`src/rtl/lif_layer_scheduler.sv`:
```
// lif_layer_scheduler: time-multiplexed Q8.8 LIF neuron sweep over one shared datapath
// Ports: clk/rst (sync, active-high); start+dt_tau begin a sweep; cur_req/cur_addr/cur_valid/cur_data
// fetch per-neuron current; spike_valid/spike_idx/spike_ready emit spikes; busy/done report sweep
// progress; v_mon_idx/v_mon give a combinational debug read of the membrane array.
module lif_layer_scheduler #(
  parameter int N_NEURONS = 8,
  parameter int IDX_W = 3,
  parameter logic signed [15:0] THRESHOLD = 16'sh3200,
  parameter logic signed [15:0] V_RESET = 16'sh0000,
  parameter int REFRAC_STEPS = 2
) (
  input  logic clk,
  input  logic rst,
  input  logic start,
  input  logic [15:0] dt_tau,
  output logic cur_req,
  output logic [IDX_W-1:0] cur_addr,
  input  logic cur_valid,
  input  logic [15:0] cur_data,
  output logic spike_valid,
  output logic [IDX_W-1:0] spike_idx,
  input  logic spike_ready,
  output logic busy,
  output logic done,
  input  logic [IDX_W-1:0] v_mon_idx,
  output logic [15:0] v_mon
);
  localparam int RW = REFRAC_STEPS > 0 ? $clog2(REFRAC_STEPS + 1) : 1;
  typedef enum logic [2:0] {IDLE, FETCH, COMPUTE, WRITE, EMIT, DONE} state_t;
  state_t state_q, state_d;
  logic [IDX_W-1:0] idx;
  logic signed [15:0] dt_q, cur_q, vnew_q, v_cur, delta, prod, v_new;
  logic signed [31:0] prod_full;
  logic signed [15:0] v_mem [N_NEURONS];
  logic [RW-1:0] refrac [N_NEURONS];
  logic last, refr, fire, advance;
  function automatic logic signed [15:0] sat16(input logic signed [31:0] x);
    return x > 32767 ? 16'sh7FFF : x < -32768 ? 16'sh8000 : x[15:0];
  endfunction
  always_comb begin
    v_cur = v_mem[idx];
    delta = sat16(32'(cur_q) - 32'(v_cur));
    prod_full = 32'(delta) * 32'(dt_q);
    prod = sat16(prod_full >>> 8);
    v_new = sat16(32'(v_cur) + 32'(prod));
  end
  assign last = idx == IDX_W'(N_NEURONS - 1);
  assign refr = refrac[idx] != '0;
  // A refractory neuron is clamped to V_RESET and cannot fire regardless of v_new.
  assign fire = !refr && vnew_q >= THRESHOLD;
  assign advance = (state_q == WRITE && !fire) || (state_q == EMIT && spike_ready);
  always_comb begin
    state_d = state_q;
    unique case (state_q)
      IDLE:    state_d = start ? FETCH : IDLE;
      FETCH:   state_d = cur_valid ? COMPUTE : FETCH;
      COMPUTE: state_d = WRITE;
      WRITE:   state_d = fire ? EMIT : last ? DONE : FETCH;
      EMIT:    state_d = !spike_ready ? EMIT : last ? DONE : FETCH;
      DONE:    state_d = IDLE;
      default: state_d = IDLE;
    endcase
  end
  always_ff @(posedge clk) state_q <= rst ? IDLE : state_d;
  always_ff @(posedge clk) begin
    if (rst) begin
      idx <= '0;
      dt_q <= '0;
      cur_q <= '0;
      vnew_q <= '0;
      for (int i = 0; i < N_NEURONS; i++) begin
        v_mem[i] <= '0;
        refrac[i] <= '0;
      end
    end else begin
      if (state_q == IDLE && start) begin
        dt_q <= dt_tau;
        idx <= '0;
      end
      if (state_q == FETCH && cur_valid) cur_q <= cur_data;
      if (state_q == COMPUTE) vnew_q <= v_new;
      if (state_q == WRITE) begin
        v_mem[idx] <= refr || fire ? V_RESET : vnew_q;
        refrac[idx] <= refr ? refrac[idx] - RW'(1) : fire ? RW'(REFRAC_STEPS) : refrac[idx];
      end
      if (advance && !last) idx <= idx + IDX_W'(1);
      if (state_q == DONE) idx <= '0;
    end
  end
  assign cur_req = state_q == FETCH;
  assign cur_addr = idx;
  assign spike_valid = state_q == EMIT;
  assign spike_idx = idx;
  assign busy = state_q != IDLE;
  assign done = state_q == DONE;
  assign v_mon = v_mem[v_mon_idx];
endmodule

```
`config.mk`:
```
export PLATFORM = sky130hd
export DESIGN_NAME = lif_layer_scheduler
export DESIGN_NICKNAME = d
export VERILOG_FILES = /design/src/rtl/lif_layer_scheduler.sv
export SDC_FILE = /design/constraint.sdc
export NUM_CORES = 1
export LEC_CHECK = 0
export CAP_MARGIN = 20
export CORE_MARGIN = 4
export CORE_UTILIZATION = 60
export CTS_BUF_LIST = sky130_fd_sc_hd__clkbuf_4 sky130_fd_sc_hd__clkbuf_8 sky130_fd_sc_hd__clkbuf_16
export DETAILED_ROUTE_END_ITERATION = 16
export PLACE_DENSITY_LB_ADDON = 0.25
export SLEW_MARGIN = 5
export SYNTH_ARGS = -nofsm -noshare
export SYNTH_HDL_FRONTEND = slang
export SYNTH_SLANG_ARGS = --single-unit
```
`constraint.sdc`:
```
create_clock -name clk -period 20.1 [get_ports clk]
set_clock_uncertainty 0.1 [all_clocks]
set_input_delay 2.01 -clock clk [delete_from_list [all_inputs] [get_ports clk]]
set_output_delay 2.01 -clock clk [all_outputs]
set_load 0.03 [all_outputs]
```
==> results.cfg <==
[synthesis]
avgSynthCellArea_sq_um = 10.11
yosys_warnings = 0
synth_cell_types = 66
synthCells = 2115
synth_edf_count = 144
async_flop_share = 0
synth_nets = 2531
ys_ff_latch = 201
syn_area_sq_mm = 0.02138
yosysSeqAreaShare = 0.2557
ys.flop_type = edfxtp_1

[placed_design]
place_congestion = 1.015
io_buffers = 65
hpwl_microns = 41950

[route]
wl_per_cell_microns = 20.84
drc = 0
drt_iter0_markers = 1061
finalWirelength_microns = 54430
vias = 15440
vias_per_cell = 5.911
firstDrtPassIters = 6
ant_nets = 0

[timing]
grt_setup_unrepaired = no
fmaxAchievable_mhz = 63.81
max_slew_margin = 0.2504
period_share = 0.7797
setup_viol = 0
slew_violations = 0
fin_tns_setup_ps = 0
min_period_ps = 15670
finalHoldViolations = 0
tightest_slew_ps = 1121

[clock_tree]
path_clk_slew_ps = 60
holdBufCountCts = 0
post_cts_resized = 0
clock_latency_ps = 520
cts_buffers = 22
cts_tree = done
h-tree-depth = 1
cts_sinks = 201
clk_path_buf_depth = 3
cts-root-buf = clkbuf_16
cts_setup_buffers = 0

[worst_hold_path]
hp-start = cur_q[9]
holdPathStages = 2
hold_end = cur_q[9]
min_path_type = reg -> reg

[finish]
fillerInstances = 2717
diodes = 0
finalNetCount = 2558
final_layout_size_suffix_gt1_frac = 0.08669
syn2layout_area_growth_pct = 8.686

[global_routing]
grt_max_degree = 62
overflow = 0
first_global_vias = 16520
grt_usage = 0.2888
grt_pass1_wl_microns = 88520
antenna_found_initial = 1

[outcome]
status = finished clean

[critical_path]
reg2reg_to = vnew_q[6]
crit_path_start_kind = flip-flop
reg2reg_slack_ps = 4430
path_class = reg -> reg
critPathSlowestCell = o41ai_4
cpPeakStageDelay_ps = 810
reg2regPathDepth = 50
crit_path_end_kind = flip-flop
cp.arrival_ps = 16000
worstPathMaxFanout = 26
crit_path_frequent_cell = fa_1
crit_required_ps = 20430

[floorplan]
ios = 66
die_h_microns = 196.8
rows = 68
core_sq_mm = 0.03488
initial_core_util = 0.6128
die-width_microns = 196.8
design.die.area_sq_mm = 0.03871

[run]
max_cap_viol_count = 0
cells by family after synthesis:
logic type	count (synthesis)	share of synthesized area
simple gates	691	0.1608
compound gates	239	0.07387
buf+inv	434	0.07726
flops	201	0.2557
fa+ha+maj	392	0.3199
mux	104	0.08961
xor+xnor	54	0.02283
state kept, by name, indices dropped and copies added (netlist names), named ones only:
register and cells:
cur_addr 3, vnew_q 16, cur_q 16, state_q 3
v_mem 128, dt_q 16, refrac 16
metrics by stage:
step | hold slack (ps) | util | setup WS (ps) | area, sq um | cells
finish | 361.1 | 0.6660 | 4428 | 23230 | 2612
global route | 383.4 | 0.6660 | 3466 | 23230 | 2612
CTS | 363.3 | 0.6647 | 4401 | 23190 | 2609
detailed placement | 353.3 | 0.6447 | 4450 | 22490 | 2570
global placement | 348.3 | 0.6419 | 4880 | 22390 | 2562
floorplan | 336.3 | - | 5838 | 21380 | 2115
routing by layer:
metal,vias up,track usage,share of wire
li1,6938,-,-
met1,7676,0.3803,0.39
met2,669,0.4910,0.49
met3,155,0.05385,0.075
met4,2,0.09117,0.038
met5,-,0,0.00026
layout by cell type, fill, tap and decap left out, types with 5 or more instances in the layout:
cell / count
and3_1: 11
inv_1: 336
nor3_1: 14
dfxtp_1: 56
nand2_1: 237
edfxtp_1: 144
o21ai_0: 29
nand3_1: 24
nor2_1: 105
o21bai_1: 5
xor2_1: 20
a21oi_1: 92
ha_1: 113
a21o_1: 37
nand2b_1: 17
or3_1: 11
a31oi_1: 5
buf_4: 32
mux2_2: 19
maj3_1: 16
mux4_2: 68
clkbuf_16: 22
and2_1: 233
or2_2: 11
clkdlybuf4s50_1: 63
mux2i_1: 17
nor2b_1: 12
fa_1: 263
xnor2_1: 32
o211ai_1: 5
o21ai_1: 8
a211oi_1: 18
nand4_1: 6
how the worst max path moves through the flow:
stage | cells after the start | to | startpoint | slack (ps)
finish | 50 | vnew_q[6] | flip-flop | 4430
global route | 50 | vnew_q[6] | flip-flop | 3470
CTS | 47 | vnew_q[0] | flip-flop | 4400
detailed placement | 47 | vnew_q[1] | flip-flop | 4450
global placement | 47 | vnew_q[1] | flip-flop | 4880
floorplan | 56 | vnew_q[10] | flip-flop | 5840
synthesized netlist by cell type, types with 10 or more instances:
| master | n | area, sq um |
|---|---|---|
| clkbuf_1 | 83 | 311.6 |
| nor2_1 | 105 | 394.1 |
| inv_1 | 336 | 1261 |
| maj3_1 | 16 | 160.2 |
| or2_2 | 11 | 68.82 |
| a21o_1 | 37 | 277.8 |
| a211oi_1 | 18 | 135.1 |
| and3_1 | 11 | 68.82 |
| nor2b_1 | 13 | 81.33 |
| ha_1 | 113 | 1414 |
| mux2i_1 | 17 | 170.2 |
| dfxtp_1 | 57 | 1141 |
| mux2_2 | 19 | 214.0 |
| edfxtp_1 | 144 | 4324 |
| o21ai_0 | 29 | 145.1 |
| nand2_1 | 237 | 889.6 |
| xor2_1 | 20 | 175.2 |
| nand3_1 | 24 | 120.1 |
| and2_1 | 233 | 1458 |
| mux4_2 | 68 | 1531 |
| fa_1 | 263 | 5265 |
| a21oi_1 | 93 | 465.5 |
| xnor2_1 | 32 | 280.3 |
| or3_1 | 11 | 68.82 |
| nor3_1 | 14 | 70.07 |
| buf_1 | 10 | 37.54 |
| nand2b_1 | 17 | 106.4 |
layout make-up:
class | instances | area [sq um] | share of cell area
inverters | 336 | 1261 | 0.05428
clock inverters | 11 | 91.34 | 0.003931
multi-input cells | 1480 | 14270 | 0.6143
clock buffers | 28 | 608.1 | 0.02617
well taps | 455 | 569.3 | 0.02450
flip-flops and latches | 201 | 5466 | 0.2353
repair buffers | 101 | 965.9 | 0.04157
worst max-delay path: cells and delay by family (launching register included):
kind | cells | cell delay (ps)
flip-flops | 1 | 570
multiplexers | 2 | 1040
AND/OR/NAND/NOR | 9 | 1850
adder cells (fa/ha/maj) | 11 | 4760
XOR/XNOR | 1 | 170
buffers and inverters | 8 | 1220
AO/OA/AOI/OAI | 19 | 5850
Power is not shown: default switching activity piles up to over one toggle a cycle in this logic, so the estimate is an artifact.
